## config.mk

```make
export PLATFORM = sky130hd
export DESIGN_NAME = collision_engine
export DESIGN_NICKNAME = d
export VERILOG_FILES = /design/src/rtl/invaders_pkg.sv /design/src/rtl/aabb_overlap.sv /design/src/rtl/collision_engine.sv
export SDC_FILE = /design/constraint.sdc
export NUM_CORES = 1
export LEC_CHECK = 0
export CORE_MARGIN = 3
export CORE_UTILIZATION = 54
export CTS_CLUSTER_SIZE = 12
export DETAILED_ROUTE_END_ITERATION = 10
export PLACE_DENSITY_LB_ADDON = 0.1
export SLEW_MARGIN = 20
export SYNTH_ARGS = -nofsm -noshare
export SYNTH_HDL_FRONTEND = slang
export SYNTH_SLANG_ARGS = --single-unit
```

## constraint.sdc

```tcl
create_clock -name clk -period 7.2 [get_ports clk]
set_clock_uncertainty 0.2 [all_clocks]
set_input_delay 0.72 -clock clk [delete_from_list [all_inputs] [get_ports clk]]
set_output_delay 0.72 -clock clk [all_outputs]
set_load 0.02 [all_outputs]
```

## src/rtl/invaders_pkg.sv

```systemverilog
// Shared types and helpers for the invader-grid collision logic.
package invaders_pkg;

    typedef logic [11:0] coord_t;

    typedef enum logic [1:0] {
        IDLE  = 2'd0,
        SCAN  = 2'd1,
        CHECK = 2'd2
    } collision_state_t;

    // Row 0 (top) is worth the most; each row further down is worth one base step less.
    function automatic int unsigned points(input int unsigned row,
                                           input int unsigned num_rows,
                                           input int unsigned base);
        return base * (num_rows - row);
    endfunction

endpackage

```

## src/rtl/aabb_overlap.sv

```systemverilog
// Inclusive axis-aligned box overlap test between box A (invader) and box B (bullet).
module aabb_overlap #(
    parameter int unsigned A_W = 64,
    parameter int unsigned A_H = 32,
    parameter int unsigned B_W = 16,
    parameter int unsigned B_H = 32
) (
    input  logic [12:0] a_x_i,
    input  logic [12:0] a_y_i,
    input  logic [12:0] b_x_i,
    input  logic [12:0] b_y_i,
    output logic        hit_o
);

    // 13-bit operands keep every sum free of wrap for 12-bit coordinates.
    always_comb begin
        hit_o = (b_x_i <= a_x_i + 13'(A_W)) && (b_x_i + 13'(B_W) >= a_x_i) &&
                (b_y_i <= a_y_i + 13'(A_H)) && (b_y_i + 13'(B_H) >= a_y_i);
    end

endmodule

```

## src/rtl/collision_engine.sv

```systemverilog
// Frame-synchronous collision controller: snapshots positions on frame_start, scans the
// invader grid one cell per clock against all bullets, and owns alive/score/invasion state.
module collision_engine
    import invaders_pkg::*;
#(
    parameter int unsigned NUM_INVADERS = 10,
    parameter int unsigned NUM_ROWS     = 3,
    parameter int unsigned NUM_BULLETS  = 4,
    parameter int unsigned ROW_PITCH    = 100,
    parameter int unsigned INVADER_W    = 64,
    parameter int unsigned INVADER_H    = 32,
    parameter int unsigned BULLET_W     = 16,
    parameter int unsigned BULLET_H     = 32,
    parameter int unsigned INVASION_Y   = 568,
    parameter int unsigned POINTS_BASE  = 10,
    parameter int unsigned SCORE_W      = 16,
    localparam int RW    = $clog2(NUM_ROWS),
    localparam int CW    = $clog2(NUM_INVADERS),
    localparam int AC_W  = $clog2(NUM_ROWS * NUM_INVADERS + 1)
) (
    input  logic                                      clk,
    input  logic                                      rst,
    input  logic                                      frame_start,
    input  logic                                      wave_reset,
    input  logic [NUM_BULLETS-1:0][11:0]              bullet_x,
    input  logic [NUM_BULLETS-1:0][11:0]              bullet_y,
    input  logic [NUM_BULLETS-1:0]                    bullet_active,
    input  logic [NUM_INVADERS-1:0][11:0]             invader_x,
    input  logic [9:0]                                enemy_ypos,
    output logic [NUM_ROWS-1:0][NUM_INVADERS-1:0]     alive,
    output logic [NUM_BULLETS-1:0]                    bullet_hit,
    output logic                                      kill_valid,
    output logic [RW-1:0]                             kill_row,
    output logic [CW-1:0]                             kill_col,
    output logic [SCORE_W-1:0]                        score,
    output logic [AC_W-1:0]                           alive_count,
    output logic                                      wave_cleared,
    output logic                                      player_hit,
    output logic                                      busy,
    output logic                                      overrun
);

    localparam int unsigned TOTAL = NUM_ROWS * NUM_INVADERS;

    collision_state_t                         state_q;
    logic [RW-1:0]                            row_q;
    logic [CW-1:0]                            col_q;
    coord_t [NUM_BULLETS-1:0]                 snap_bx_q;
    coord_t [NUM_BULLETS-1:0]                 snap_by_q;
    logic [NUM_BULLETS-1:0]                   snap_act_q;
    coord_t [NUM_INVADERS-1:0]                snap_ix_q;
    logic [9:0]                               snap_y_q;
    logic [NUM_BULLETS-1:0]                   used_q;
    logic [NUM_ROWS-1:0][NUM_INVADERS-1:0]    alive_q;
    logic [AC_W-1:0]                          count_q;
    logic [SCORE_W-1:0]                       score_q;
    logic                                     kv_q;
    logic [RW-1:0]                            krow_q;
    logic [CW-1:0]                            kcol_q;
    logic [NUM_BULLETS-1:0]                   bh_q;
    logic                                     ph_q;
    logic                                     ovr_q;
    logic                                     busy_q;

    logic [12:0]                              cell_x_s;
    logic [12:0]                              cell_y_s;
    logic [NUM_BULLETS-1:0]                   hit_s;
    logic [NUM_BULLETS-1:0]                   cand_s;
    logic [NUM_BULLETS-1:0]                   win_s;
    logic                                     kill_s;
    logic                                     last_cell_s;
    logic [SCORE_W:0]                         score_sum_s;
    logic [SCORE_W-1:0]                       score_d;
    logic [RW:0]                              live_s;
    logic [12:0]                              bottom_s;

    // Bottom-most row holding any live invader; MSB flags that such a row exists.
    function automatic logic [RW:0] lowest_live_row(
        input logic [NUM_ROWS-1:0][NUM_INVADERS-1:0] mask);
        logic [RW:0] r;
        r = '0;
        for (int i = 0; i < int'(NUM_ROWS); i++) begin
            r = (|mask[i]) ? {1'b1, RW'(i)} : r;
        end
        return r;
    endfunction

    // Geometry of the cell currently under test, taken from the frame snapshot.
    always_comb begin
        cell_x_s = {1'b0, snap_ix_q[col_q]};
        cell_y_s = 13'(snap_y_q) + 13'(row_q) * 13'(ROW_PITCH);
    end

    for (genvar b = 0; b < int'(NUM_BULLETS); b++) begin : g_aabb
        aabb_overlap #(
            .A_W(INVADER_W), .A_H(INVADER_H), .B_W(BULLET_W), .B_H(BULLET_H)
        ) u_aabb (
            .a_x_i(cell_x_s),
            .a_y_i(cell_y_s),
            .b_x_i({1'b0, snap_bx_q[b]}),
            .b_y_i({1'b0, snap_by_q[b]}),
            .hit_o(hit_s[b])
        );
    end

    // Kill arbitration: lowest-index eligible bullet wins a live cell; score saturates.
    always_comb begin
        cand_s      = hit_s & snap_act_q & ~used_q & {NUM_BULLETS{alive_q[row_q][col_q]}};
        win_s       = cand_s & (~cand_s + NUM_BULLETS'(1));
        kill_s      = |cand_s;
        last_cell_s = (row_q == RW'(NUM_ROWS - 1)) && (col_q == CW'(NUM_INVADERS - 1));
        score_sum_s = {1'b0, score_q} +
                      (SCORE_W+1)'(points(32'(row_q), NUM_ROWS, POINTS_BASE));
        score_d     = score_sum_s[SCORE_W] ? '1 : score_sum_s[SCORE_W-1:0];
        live_s      = lowest_live_row(alive_q);
        bottom_s    = 13'(snap_y_q) + 13'(live_s[RW-1:0]) * 13'(ROW_PITCH) + 13'(INVADER_H);
    end

    // Scan controller and all registered game state.
    always_ff @(posedge clk) begin
        kv_q <= 1'b0;
        bh_q <= '0;
        if (rst) begin
            state_q    <= IDLE;
            row_q      <= '0;
            col_q      <= '0;
            snap_bx_q  <= '0;
            snap_by_q  <= '0;
            snap_act_q <= '0;
            snap_ix_q  <= '0;
            snap_y_q   <= '0;
            used_q     <= '0;
            alive_q    <= '1;
            count_q    <= AC_W'(TOTAL);
            score_q    <= '0;
            krow_q     <= '0;
            kcol_q     <= '0;
            ph_q       <= 1'b0;
            ovr_q      <= 1'b0;
            busy_q     <= 1'b0;
        end else if (wave_reset) begin
            // Abort any scan; score and the overrun history survive a new wave.
            state_q <= IDLE;
            busy_q  <= 1'b0;
            alive_q <= '1;
            count_q <= AC_W'(TOTAL);
            ph_q    <= 1'b0;
        end else begin
            case (state_q)
                IDLE: begin
                    if (frame_start) begin
                        snap_bx_q  <= bullet_x;
                        snap_by_q  <= bullet_y;
                        snap_act_q <= bullet_active;
                        snap_ix_q  <= invader_x;
                        snap_y_q   <= enemy_ypos;
                        used_q     <= '0;
                        row_q      <= '0;
                        col_q      <= '0;
                        state_q    <= SCAN;
                        busy_q     <= 1'b1;
                    end else begin
                        busy_q <= 1'b0;
                    end
                end
                SCAN: begin
                    if (frame_start) begin
                        ovr_q <= 1'b1;
                    end
                    if (kill_s) begin
                        alive_q[row_q][col_q] <= 1'b0;
                        count_q <= count_q - AC_W'(1);
                        score_q <= score_d;
                        kv_q    <= 1'b1;
                        krow_q  <= row_q;
                        kcol_q  <= col_q;
                        bh_q    <= win_s;
                        used_q  <= used_q | win_s;
                    end
                    if (last_cell_s) begin
                        state_q <= CHECK;
                    end else if (col_q == CW'(NUM_INVADERS - 1)) begin
                        col_q <= '0;
                        row_q <= row_q + RW'(1);
                    end else begin
                        col_q <= col_q + CW'(1);
                    end
                end
                CHECK: begin
                    if (frame_start) begin
                        ovr_q <= 1'b1;
                    end
                    if (live_s[RW] && (bottom_s >= 13'(INVASION_Y))) begin
                        ph_q <= 1'b1;
                    end
                    state_q <= IDLE;
                    busy_q  <= 1'b0;
                end
                default: begin
                    state_q <= IDLE;
                    busy_q  <= 1'b0;
                end
            endcase
        end
    end

    assign alive        = alive_q;
    assign bullet_hit   = bh_q;
    assign kill_valid   = kv_q;
    assign kill_row     = krow_q;
    assign kill_col     = kcol_q;
    assign score        = score_q;
    assign alive_count  = count_q;
    assign wave_cleared = (count_q == '0);
    assign player_hit   = ph_q;
    assign busy         = busy_q;
    assign overrun      = ovr_q;

endmodule

```

-- Word-level counts from Yosys, hierarchy flattened
Cells that the tools add are included.
- add/sub/neg operators: 19
- multipliers: 3
- $lt $le $gt $ge: 21
- eq/ne operators: 9
- muxes and demuxes: 30
- bitwise operators: 12
- reduce and logical (&&, ||, !) cells: 36
- operators with widths (kind ; number):
    <= comparator 12 x 13 -> 1 bit ; 8
    adder 12 x 5 -> 13 bit, second input constant ; 4
    adder 12 x 6 -> 13 bit, second input constant ; 4
    >= comparator 13 x 11 -> 1 bit ; 4
    >= comparator 13 x 12 -> 1 bit ; 4
    binary-select mux 12 bit (select 4 bit) ; 1
    multiplier 3 x 32 -> 16 bit, first input constant ; 1
    AND 30 bit ; 1
    NOT 30 bit ; 1
    OR reduction 10 bit ; 3
    adder 11 x 6 -> 12 bit, second input constant ; 2
    adder 10 x 9 -> 11 bit ; 2
    binary-select mux 10 bit (select 2 bit) ; 1
    demux 10 bit (select 2 bit) ; 1
    two-way mux 10 bit ; 2
    adder 16 x 17 -> 17 bit ; 1
    AND 4 bit ; 4
    logical AND 1 bit ; 16
    two-way mux 16 bit ; 1
    two-way mux 4 bit ; 4
    one-hot mux 4 bit (2 select lines) ; 2
    multiplier 2 x 5 -> 7 bit, second input constant ; 2
    adder 12 x 7 -> 13 bit, second input constant ; 1
    >= comparator 12 x 10 -> 1 bit, second input constant ; 1
    other kinds (33) ; 59
- register bits: 307
- input bits: 234
- logic and storage cells: 166

-- Depth between registers and ports, before layout
- depth in word-level cells: 16
- mapped depth: 23

-- Modules after synthesis
From an unflattened synthesis, not the netlist that was laid out.
- cells, all modules: 2351
- area total of the unflattened synthesis: 18884.4 um^2
- modules (own cells, without submodules) (module ; instances ; cells each ; area an instance (um^2) ; sequential area each (um^2)):
    collision_engine ; 1 ; 1595 ; 13058.8 ; 6145.9
    aabb_overlap ; 4 ; 189 ; 1456.4 ; 0.0

-- Worst setup path after synthesis
No wires, ideal clock.
- kind: flip-flop to flip-flop
- start: reg row_q[1]
- end: reg score_q[8] (netlist: score[8])
- setup time: 86 ps
- data arrival time: 5042 ps
- path slack: 1871 ps
- cell stages (with the launch flop): 23
- period minus slack after synthesis: 5329 ps
- cells stage by stage: dfxtp_1 buf_2 inv_1 ha_1 ha_1 nand3_1 o211ai_1 nor2b_1 nand2_1 or2_2 xnor2_1 ha_1 and4_1 a2111o_1 a31oi_1 a21o_1 a221o_1 o211a_1 o31a_1 buf_6 buf_6 nand2_1 a221oi_2
- word-level cells in the longest chain between the ends: 11
- elaborated cells between the ends (all ways): 32
- classes of those cells: add/sub: 4; mul: 2; order compare: 8; mux: 5; bitwise: 3; reduce/logical: 10
- RTL lines (what ; line ; source):
    start: declaration ; collision_engine.sv:46 ; logic [RW-1:0] row_q;
    start signal: assignment ; collision_engine.sv:184 ; row_q <= row_q + RW'(1);
    multiplier 2 x 5 -> 7 bit ; collision_engine.sv:91 ; cell_y_s = 13'(snap_y_q) + 13'(row_q) * 13'(ROW_PITCH);
    adder 10 x 9 -> 11 bit ; collision_engine.sv:91 ;
    adder 11 x 6 -> 12 bit ; aabb_overlap.sv:18 ; (b_y_i <= a_y_i + 13'(A_H)) && (b_y_i + 13'(B_H) >= a_y_i);
    <= comparator 12 x 13 -> 1 bit ; aabb_overlap.sv:18 ;
    logical AND 1 bit ; aabb_overlap.sv:17 ; hit_o = (b_x_i <= a_x_i + 13'(A_W)) && (b_x_i + 13'(B_W) >= a_x_i) &&
    logical AND 1 bit ; aabb_overlap.sv:18 ;
    AND 4 bit (3 in series) ; collision_engine.sv:108 ; cand_s = hit_s & snap_act_q & ~used_q & {NUM_BULLETS{alive_q[row_q][col_q]}};
    OR reduction 4 bit ; collision_engine.sv:110 ; kill_s = |cand_s;
    AND reduction 3 bit (no source line) ; -- ;
    end signal: assignment ; collision_engine.sv:173 ; score_q <= score_d;
    end: declaration ; collision_engine.sv:56 ; logic [SCORE_W-1:0] score_q;
Several ways; a longest one is shown, not always the timed one. The select of a mux whose other input is x is not followed.
A chain may end at the register's enable or synchronous reset.

-- Worst setup path after layout
- start: reg row_q[0]
- end: reg krow_q[0] (netlist: kill_row[0])
- word-level cells in the longest chain between the ends: 11
- elaborated cells between the ends (all ways): 28
- classes of those cells: add/sub: 2; mul: 1; order compare: 8; mux: 4; bitwise: 3; reduce/logical: 10
- RTL lines (what ; line ; source):
    multiplier 2 x 5 -> 7 bit ; collision_engine.sv:91 ;
    adder 10 x 9 -> 11 bit ; collision_engine.sv:91 ;
    adder 11 x 6 -> 12 bit ; aabb_overlap.sv:18 ;
    <= comparator 12 x 13 -> 1 bit ; aabb_overlap.sv:18 ;
    logical AND 1 bit ; aabb_overlap.sv:17 ;
    logical AND 1 bit ; aabb_overlap.sv:18 ;
    AND 4 bit (3 in series) ; collision_engine.sv:108 ;
    OR reduction 4 bit ; collision_engine.sv:110 ;
    AND reduction 3 bit (no source line) ; -- ;
    end signal: assignment ; collision_engine.sv:175 ; krow_q <= row_q;
    end: declaration ; collision_engine.sv:58 ; logic [RW-1:0] krow_q;
Several ways; a longest one is shown, not always the timed one. The select of a mux whose other input is x is not followed.

==> flow_summary.json <==
{
  "ctsResizeCount": 0,
  "max_stage_delay_ns": 0.70,
  "synth_commonest_cells": "534 x nand2_1, 307 x dfxtp_1, 296 x a21oi_1, 191 x ha_1, 99 x nor2_1",
  "finalWorstSetupSlack_ns": 0.837,
  "clock_latency_ns": 0.53,
  "fin_nets": 2838,
  "holdCritStartpoint": "snap_ix_q[82]",
  "r2r_slack_ns": 0.84,
  "crit_arrival_ns": 6.62,
  "cts.clk_slew.worst_paths_ns": 0.06,
  "antenna_found_initial": 0,
  "cts_setup_buffers": 0,
  "initial_utilization_pct": 55.4,
  "ys_top_cells_by_area": "dfxtp_1 35%, ha_1 13%, nand2_1 11%",
  "ys_seq_elements": 307,
  "die_w_microns": 187,
  "maxSlewViolCount": 0,
  "cap_viol_max_count": 0,
  "drc": 0,
  "p_leak_nw": 8.49,
  "netlist_instances": 2169,
  "io_buffers": 299,
  "die_area_sq_um": 35000,
  "ir_drop_mv": 0.150,
  "ys_warn_count": 0,
  "ant_nets": 0,
  "syn2layout_area_growth_pct": 24.5,
  "grt_pass1_wl_mm": 85.5,
  "period_needed_ns": 6.36,
  "cp-start-kind": "flip-flop",
  "ys_types": 87,
  "cts_htree_levels": 2,
  "drt-total-wl_mm": 54.4,
  "status": "completed",
  "grt_overflow_total": 0,
  "cp-end-kind": "flip-flop",
  "post_drt_via_cell_ratio": 5.82,
  "tightest_slew_ns": 1.01,
  "ys.flop_type": "dfxtp_1",
  "postCtsHoldBufs": 0,
  "grt_max_degree": 232,
  "dpl.hpwl_mm": 40.5,
  "place_inst": 2808,
  "criticalPathCategory": "reg2reg",
  "grt_usage_pct": 29.9,
  "rows": 65,
  "hold_class": "reg2reg",
  "cp-endpoint": "kill_row[0]",
  "setup_viol": 0,
  "place_congestion": 0.958,
  "powerDensity_nw_per_um2": 193,
  "r2r-end": "kill_row[0]",
  "max-clock-path-buffers": 3,
  "hold_violations": 0,
  "core_area_sq_um": 32000,
  "insertedDiodeCount": 0,
  "placed_area_sq_um": 20900,
  "synth.most_common_cell": "nand2_1",
  "grt_pass1_vias": 16300,
  "vias": 16700,
  "design_area_sq_um": 22100,
  "drt_pass1_iterations": 6,
  "die_y_microns": 187,
  "wl_per_cell_microns": 19.0,
  "netlist.area_leader.share_pct": 34.7,
  "preCtsSetupSlack_ns": 0.965,
  "cts_sinks": 307,
  "rsz0062_at_grt": "false",
  "fin_crit_sh_pct": 88.4,
  "syn_area_per_cell_sq_um": 8.16,
  "numCtsBuffers": 35,
  "yosysTopAreaCell": "dfxtp_1",
  "finalSetupTns_ns": 0,
  "clock_tree.root_cell": "clkbuf_16",
  "io_pins": 300,
  "synthesis.area_sq_um": 17700,
  "crit_required_ns": 7.45,
  "max_slew_margin_pct": 32.6,
  "drive_above_1_share_pct": 5.63,
  "synth_edf_count": 0,
  "seq_area_frac_synth_pct": 34.7,
  "crit_fanout": 18,
  "r2r_cells": 22,
  "async_flop_share_pct": 0,
  "fmax_mhz": 157,
  "cts_tree": "done",
  "r2r_start": "row_q[0]",
  "path_cells": "inv_1, ha_1, ha_1, nand3_1, o211ai_1, nor2b_1, nand2_1, or2_2, xnor2_1, buf_4, ha_1, nand2_1, a21oi_1, a2111oi_0, o21a_1, nor3_1, o32ai_1, o2bb2ai_4, o31a_1, buf_4, nand2_1, a21oi_1",
  "cp_slowest_cell": "o31a_1",
  "worstSetupStartpoint": "row_q[0]",
  "fill_cells": 2619,
  "final_cell_count_no_fill": 2867,
  "drt_iter0_markers": 1233
}
## cells in the final DEF, fill, tap and decap left out, types with 6 or more instances in the layout
| cell | Yosys | final |
|---|---|---|
| xor2_1 | 16 | 16 |
| nor3_1 | 29 | 29 |
| mux2_2 | 10 | 10 |
| a31oi_1 | 40 | 40 |
| o31a_1 | 6 | 6 |
| o211ai_1 | 8 | 8 |
| clkbuf_16 | 0 | 35 |
| clkbuf_1 | 90 | 11 |
| nand4_1 | 18 | 18 |
| or2_2 | 9 | 9 |
| mux2i_1 | 32 | 32 |
| o21ai_0 | 36 | 36 |
| a21oi_1 | 296 | 296 |
| and3_1 | 21 | 21 |
| nand2b_1 | 14 | 14 |
| inv_1 | 63 | 63 |
| nor4_1 | 9 | 9 |
| buf_4 | 3 | 17 |
| o21a_1 | 12 | 12 |
| mux4_2 | 24 | 24 |
| and2_1 | 8 | 7 |
| nand2_1 | 534 | 533 |
| a21o_1 | 25 | 25 |
| nor2b_1 | 16 | 16 |
| a211oi_1 | 8 | 8 |
| o22ai_1 | 8 | 8 |
| dfxtp_1 | 307 | 305 |
| o22a_1 | 6 | 6 |
| nand3_1 | 50 | 50 |
| nor2_1 | 99 | 99 |
| a22oi_1 | 6 | 6 |
| xnor2_1 | 41 | 41 |
| clkdlybuf4s50_1 | 0 | 298 |
| ha_1 | 191 | 191 |
## flip-flops by register name (all words and copies together), names as in the netlist
signal	flops
bullet_hit	4
alive	30
snap_act_q	4
row_q	2
kill_row	2
score	16
kill_valid	1
busy	1
state_q	2
snap_by_q	48
player_hit	1
overrun	1
snap_y_q	10
kill_col	4
col_q	4
used_q	4
snap_ix_q	120
snap_bx_q	48
alive_count	5
## metal layers
layer	share of wire (%)	routed length, microns	track usage, %
met1	43	23600	39.7
met2	46	25100	49.1
met3	7.1	3870	5.55
met4	3.3	1780	9.92
met5	0	0	0
## area by class of cell
| class | instances | area (sq um) | area share (%) |
|---|---|---|---|
| multi-input cells | 1685 | 10900 | 49.2 |
| clock inverters | 10 | 148 | 0.670 |
| repair buffers | 318 | 3160 | 14.3 |
| inverters | 63 | 236 | 1.07 |
| well taps | 435 | 544 | 2.47 |
| flip-flops and latches | 307 | 6150 | 27.9 |
| clock buffers | 49 | 958 | 4.35 |
## critical path, delay by kind of cell, from the launching register on
family,cells,cell delay (ns)
compound gates,8,2.62
xor+xnor,1,0.13
fa+ha+maj,3,1.03
buf+inv,3,0.73
flops,1,0.56
simple gates,7,0.99
## power breakdown
part / leakage, nW / switching [mW] / internal [mW]
sequential: 2.50 / 0.0626 / 1.76
clock: 0.540 / 0.743 / 1.02
combinational: 5.45 / 0.346 / 0.319
## stage by stage
stage	hold WS, ns	power, mW	util [%]
after floorplan	0.232	2.24	-
after global placement	0.238	2.50	65.5
after detailed placement	0.246	2.52	65.5
after CTS	0.254	4.26	69.0
after global routing	0.269	4.41	69.0
final	0.253	4.25	69.0
## logic make-up (layout without fill, tap and decap cells)
family	after synthesis	after routing	share of synthesized area [%]
simple gates	836	836	20.4
compound gates	527	527	18.5
flops	307	307	34.7
fa+ha+maj	194	194	13.8
buf+inv	180	440	4.13
mux	66	66	5.50
xor+xnor	57	57	2.82
other cells	2	5	0.0424
## worst min-delay path by stage
stage	cells past startpoint	slack (ns)	end
2_1_floorplan	2	0.23	snap_act_q[1]
3_3_place_gp	2	0.24	snap_ix_q[116]
3_5_place_dp	2	0.25	snap_ix_q[24]
4_1_cts	2	0.25	snap_ix_q[24]
5_1_grt	2	0.27	snap_ix_q[33]
6_report	2	0.25	snap_ix_q[82]
Note: power is estimated with default switching activity, not from simulation.
